`config.mk`:
```
export PLATFORM = sky130hd
export DESIGN_NAME = muldiv_unit
export DESIGN_NICKNAME = d
export VERILOG_FILES = /design/src/rtl/muldiv_unit.sv
export SDC_FILE = /design/constraint.sdc
export NUM_CORES = 1
export LEC_CHECK = 0
export CAP_MARGIN = 20
export CELL_PAD_IN_SITES_DETAIL_PLACEMENT = 1
export CELL_PAD_IN_SITES_GLOBAL_PLACEMENT = 1
export CORE_MARGIN = 5
export CORE_UTILIZATION = 46
export CTS_CLUSTER_SIZE = 28
export DETAILED_ROUTE_END_ITERATION = 16
export GPL_TIMING_DRIVEN = 0
export PLACE_DENSITY = 0.94
export SYNTH_ARGS = -nofsm -noshare
export SYNTH_HDL_FRONTEND = slang
export SYNTH_SLANG_ARGS = --single-unit
```
`constraint.sdc`:
```
create_clock -name clk -period 15 [get_ports clk]
set_input_delay 4.5 -clock clk [delete_from_list [all_inputs] [get_ports clk]]
set_output_delay 4.5 -clock clk [all_outputs]
set_load 0.01 [all_outputs]
```
`src/rtl/muldiv_unit.sv`:
```
`default_nettype none
// ============================================================================
//  Module      : muldiv_unit
//  Description : Iterative integer multiply/divide unit with HI/LO result
//                registers. Multiply is shift-add, divide is restoring
//                shift-subtract. Each takes WIDTH cycles of iteration plus
//                one sign-fix cycle.
//  Revision    : 1.0  initial release
// ============================================================================
module muldiv_unit #(
  parameter int WIDTH = 32
) (
  input  logic             clk,
  input  logic             rst,
  input  logic             start,
  input  logic [1:0]       op,
  input  logic [WIDTH-1:0] dInA,
  input  logic [WIDTH-1:0] dInB,
  input  logic             mthi,
  input  logic             mtlo,
  input  logic [WIDTH-1:0] dInHL,
  output logic             busy,
  output logic             done,
  output logic             div0,
  output logic [WIDTH-1:0] hi,
  output logic [WIDTH-1:0] lo
);

  localparam int CW = (WIDTH > 1) ? $clog2(WIDTH) : 1;
  localparam logic [CW-1:0] LAST_ITER = CW'(WIDTH - 1);

  localparam logic [1:0] IDLE = 2'd0;
  localparam logic [1:0] CALC = 2'd1;
  localparam logic [1:0] FIX  = 2'd2;

  logic [1:0]         r_state;
  logic [CW-1:0]      r_cnt;
  logic               r_is_div;
  logic               r_neg_q;     // product sign (mult) or quotient sign (div)
  logic               r_neg_r;     // remainder sign = dividend sign
  logic               r_b_zero;    // divide by zero captured at latch
  logic [WIDTH-1:0]   r_opnd;      // multiplicand or divisor magnitude
  logic [2*WIDTH-1:0] r_acc;       // {partial product | remainder, multiplier | quotient}
  logic [WIDTH-1:0]   r_hi;
  logic [WIDTH-1:0]   r_lo;
  logic               r_done;
  logic               r_div0;

  // Operand magnitudes and signs, seen only at the latch cycle
  logic               w_signed_op;
  logic               w_a_neg;
  logic               w_b_neg;
  logic [WIDTH-1:0]   w_a_mag;
  logic [WIDTH-1:0]   w_b_mag;

  assign w_signed_op = ~op[0];
  assign w_a_neg     = w_signed_op & dInA[WIDTH-1];
  assign w_b_neg     = w_signed_op & dInB[WIDTH-1];
  assign w_a_mag     = w_a_neg ? (-dInA) : dInA;
  assign w_b_mag     = w_b_neg ? (-dInB) : dInB;

  // One shift-add step: add multiplicand into the upper half when the
  // multiplier LSB is set, then shift the whole accumulator right with carry.
  logic [WIDTH:0]     w_mul_sum;
  logic [2*WIDTH-1:0] w_mul_next;

  assign w_mul_sum  = {1'b0, r_acc[2*WIDTH-1:WIDTH]} +
                      {1'b0, (r_acc[0] ? r_opnd : {WIDTH{1'b0}})};
  assign w_mul_next = {w_mul_sum, r_acc[WIDTH-1:1]};

  // One restoring divide step: shift the next dividend bit into the partial
  // remainder, trial-subtract the divisor, keep the difference if it did not
  // go negative and shift the matching quotient bit in at the bottom.
  logic [WIDTH:0]     w_rem_ext;
  logic [WIDTH:0]     w_diff;
  logic [2*WIDTH-1:0] w_div_next;

  assign w_rem_ext  = r_acc[2*WIDTH-1:WIDTH-1];
  assign w_diff     = w_rem_ext - {1'b0, r_opnd};
  assign w_div_next = w_diff[WIDTH] ? {r_acc[2*WIDTH-2:0], 1'b0}
                                    : {w_diff[WIDTH-1:0], r_acc[WIDTH-2:0], 1'b1};

  // Sign correction applied in FIX. A zero divisor yields an all-ones
  // quotient; the remainder is then the dividend magnitude, which the
  // dividend-sign correction turns back into the original dividend.
  logic [2*WIDTH-1:0] w_prod_fix;
  logic [WIDTH-1:0]   w_quo;
  logic [WIDTH-1:0]   w_rem;
  logic [WIDTH-1:0]   w_quo_fix;
  logic [WIDTH-1:0]   w_rem_fix;

  assign w_prod_fix = r_neg_q ? (-r_acc) : r_acc;
  assign w_quo      = r_acc[WIDTH-1:0];
  assign w_rem      = r_acc[2*WIDTH-1:WIDTH];
  assign w_quo_fix  = r_b_zero ? {WIDTH{1'b1}} : (r_neg_q ? (-w_quo) : w_quo);
  assign w_rem_fix  = r_neg_r ? (-w_rem) : w_rem;

  // Control state machine and iteration counter
  always_ff @(posedge clk or posedge rst) begin
    if (rst) begin
      r_state <= IDLE;
      r_cnt   <= {CW{1'b0}};
    end else begin
      case (r_state)
        IDLE: begin
          if (start) begin
            r_state <= CALC;
            r_cnt   <= {CW{1'b0}};
          end
        end
        CALC: begin
          if (r_cnt == LAST_ITER) begin
            r_state <= FIX;
          end else begin
            r_cnt <= r_cnt + CW'(1);
          end
        end
        FIX: begin
          r_state <= IDLE;
        end
        default: begin
          r_state <= IDLE;
        end
      endcase
    end
  end

  // Operand latch at start, then one datapath iteration per CALC cycle
  always_ff @(posedge clk or posedge rst) begin
    if (rst) begin
      r_is_div <= 1'b0;
      r_neg_q  <= 1'b0;
      r_neg_r  <= 1'b0;
      r_b_zero <= 1'b0;
      r_opnd   <= {WIDTH{1'b0}};
      r_acc    <= {2*WIDTH{1'b0}};
    end else if ((r_state == IDLE) && start) begin
      r_is_div <= op[1];
      r_neg_q  <= w_a_neg ^ w_b_neg;
      r_neg_r  <= w_a_neg;
      r_b_zero <= (dInB == {WIDTH{1'b0}});
      if (op[1]) begin
        r_opnd <= w_b_mag;
        r_acc  <= {{WIDTH{1'b0}}, w_a_mag};
      end else begin
        r_opnd <= w_a_mag;
        r_acc  <= {{WIDTH{1'b0}}, w_b_mag};
      end
    end else if (r_state == CALC) begin
      r_acc <= r_is_div ? w_div_next : w_mul_next;
    end
  end

  // Architectural HI/LO, done pulse and sticky divide-by-zero flag.
  // Direct writes only happen in IDLE and lose to a same-cycle start.
  always_ff @(posedge clk or posedge rst) begin
    if (rst) begin
      r_hi   <= {WIDTH{1'b0}};
      r_lo   <= {WIDTH{1'b0}};
      r_done <= 1'b0;
      r_div0 <= 1'b0;
    end else begin
      r_done <= 1'b0;
      if (r_state == FIX) begin
        r_done <= 1'b1;
        if (r_is_div) begin
          r_hi   <= w_rem_fix;
          r_lo   <= w_quo_fix;
          r_div0 <= r_b_zero;
        end else begin
          r_hi <= w_prod_fix[2*WIDTH-1:WIDTH];
          r_lo <= w_prod_fix[WIDTH-1:0];
        end
      end else if ((r_state == IDLE) && !start) begin
        if (mthi) begin
          r_hi <= dInHL;
        end
        if (mtlo) begin
          r_lo <= dInHL;
        end
      end
    end
  end

  assign busy = (r_state != IDLE);
  assign done = r_done;
  assign div0 = r_div0;
  assign hi   = r_hi;
  assign lo   = r_lo;

endmodule
`default_nettype wire

```
==> flow_metrics.tcl <==
set metrics [dict create \
    holdPathStages 2 \
    rsz0062_at_grt "false" \
    async_flop_share_pct 100 \
    syn_inst 1886 \
    critPathLaunchType "input port" \
    postCtsSetupBuffers 0 \
    r2r_setup_slack_ns 9.76 \
    cts_sinks 173 \
    power_density_mw_per_mm2 263 \
    tritoncts "done" \
    reg2regPathDepth 13 \
    worstHoldPathType "reg2reg" \
    cts_buffers 17 \
    synthTopCellsByCount "nor2_1 (219), nand2_1 (184), o21ai_0 (182)" \
    vias 16500 \
    synth_fp_nets 2061 \
    antenna_left 0 \
    layout-drive-gt1-share_pct 3.45 \
    coreArea_mm2 0.0316 \
    synth_top_area_share_pct 29.3 \
    synth_most_common_cell "nor2_1" \
    ys_types 68 \
    grt_max_degree 88 \
    hold_start "r_opnd[2]$_DFFE_PP0P_" \
    maxSlewHeadroom_pct 36.6 \
    avgSynthCellArea_um2 7.82 \
    max_stage_delay_ns 0.59 \
    yosysSeqAreaShare_pct 29.3 \
    dp_cells 2458 \
    cp_slowest_cell "or4_1" \
    crit_chain "clkdlybuf4s50_1 > or4_1 > or4_1 > nor3_1 > nand3_1 > o31ai_1 > xor2_1 > nand2_1 > o211a_1 > a221o_1" \
    cts-root-buf "clkbuf_16" \
    postPlaceCellArea_mm2 0.0170 \
    routabilityCongestion 1.00 \
    fin_skew_ns 0.0187 \
    yosys_most_used_dff "dfrtp_1" \
    antenna_cells 0 \
    io_buffers 168 \
    cp_data_arrival_time_ns 8.04 \
    drtIter0Drc 1798 \
    final_area_mm2 0.0176 \
    yosys_warnings 0 \
    fin_crit_sh_pct 51.3 \
    ff_latch_area_mm2 0.00433 \
    rows 65 \
    syn2layout_area_growth_pct 19.6 \
    overflow 0 \
    worst_pin_slew_ns 0.943 \
    multi_input_area_mm2 0.00976 \
    die_area_mm2 0.0358 \
    grt_usage_pct 35.8 \
    ys_ff_latch 173 \
    whs_ns 0.490 \
    start_util_pct 46.6 \
    post_cts_resized 0 \
    synth.area.top_cells "dfrtp_1 (29%), o21ai_0 (6.2%), a21oi_1 (6.0%), ha_1 (5.9%), xnor2_1 (5.6%)" \
    final-setup-viol-count 0 \
    antenna_found_initial 0 \
    chipHeight_um 189 \
    nets 2250 \
    cp-end-kind "flop" \
    cts_buffer_depth 2 \
    p_leak_nw 7.32 \
    cp.required_ns 15.34 \
    cap_violations 0 \
    firstDrtPassIters 7 \
    drc 0 \
    rr_startpoint "r_acc[31]$_DFFE_PP0P_" \
    yosysTopAreaCell "dfrtp_1" \
    dp_hpwl_um 51800 \
    peakVddDrop_v 0.000133 \
    grt_pass1_wl_um 101000 \
    fillCellCount 3905 \
    outcome "finished, final reports clean" \
    timing_worst_setup_path_type "in2reg" \
    grt_pass1_vias 16800 \
    slew_viol_final 0 \
    startpoint "dInB[6]" \
    wl_per_cell_um 26.6 \
    io_pins 170 \
    clk_latency_ns 0.46 \
    drt_wl_total_um 66300 \
    layout.cells.non_filler 2490 \
    cp_max_fo 6 \
    synth_edf_count 0 \
    tns_ns 0 \
    h-tree-depth 4 \
    cts_hold_buf 0 \
    finalHoldViolations 0 \
    cpMostUsedCell "or4_1" \
    fmax_mhz 130 \
    via_per_inst 6.64 \
    die_x_um 189 \
    fin_util_pct 55.8 \
    cts.reportedPaths.clkPinSlew_ns 0.08 \
    post-route-min-period_ns 7.70 \
    synth_area_mm2 0.0148 \
]
[layout by cell type, fill, tap and decap left out, types with 17 or more instances in the layout]
cell             instances
xor2_1                  81
o22ai_1                 20
nand2_1                184
inv_1                   61
or3_1                   20
o22a_1                  19
a31oi_1                 21
ha_1                    70
clkbuf_16               17
nor3_1                  39
nor2_1                 219
o211ai_1                20
clkbuf_1                95
a22oi_1                 20
a21oi_1                177
nand3_1                 21
o31ai_1                 23
mux2i_1                 55
xnor2_1                 94
nor2b_1                 17
a21o_1                  37
and3_1                  19
o21ai_0                182
clkdlybuf4s50_1        168
a221oi_1                18
dfrtp_1                173
[final timing paths]
path                                          to
max                        r_acc[23]$_DFFE_PP0P_
min                        r_opnd[2]$_DFFE_PP0P_
max reg2reg                r_acc[45]$_DFFE_PP0P_
min reg2reg                r_opnd[2]$_DFFE_PP0P_
max in group asynchronous  r_acc[52]$_DFFE_PP0P_
min in group asynchronous      lo[8]$_DFFE_PP0P_
[cell type report]
cell class              instances  share of cell area (%)
well taps                     402                    2.85
plain buffers                 109                    2.45
multi-input cells            1541                    55.3
clock inverters                15                    1.21
clock buffers                  17                    2.41
flip-flops and latches        173                    24.5
repair buffers                170                    9.84
inverters                      63                    1.38
[critical path: cells and delay by family]
| family | cells | cell delay (ns) |
|---|---|---|
| AND/OR/NAND/NOR | 5 | 1.94 |
| XOR/XNOR | 1 | 0.25 |
| buffers and inverters | 1 | 0.50 |
| AO/OA/AOI/OAI | 3 | 0.84 |
[per-stage QoR]
stage,power [mW],worst slack (ns)
CTS,4.55,7.44
global placement,3.85,3.49
detailed placement,4.02,7.01
finish,4.64,7.30
floorplan,2.90,5.81
global route,4.89,7.22
[registers in the layout, indices dropped and copies added, names as in the netlist]
register and flops:
r_cnt 5, r_opnd 32, r_state 2, lo 32, r_b_zero 1, r_acc 64
done 1, r_neg_q 1, hi 32, r_neg_r 1, div0 1, r_is_div 1
[cells by family after synthesis]
logic type	after synthesis	synth area share (%)
compound gates	629	26.6
xor+xnor	175	10.4
mux	64	4.42
buf+inv	172	4.54
fa+ha+maj	72	6.21
simple gates	601	18.6
flops	173	29.3
[power breakdown]
| group | switching, mW | internal (mW) |
|---|---|---|
| combinational | 1.91 | 1.22 |
| sequential | 0.327 | 0.700 |
| clock | 0.252 | 0.231 |
[layer usage]
metal  routed length [um]  GRT usage, %
met1                26900          46.7
met2                29700          57.7
met3                 6170          6.23
met4                 3470          17.3
met5                    0             0
No activity file was read; power rests on OpenSTA's default activity.
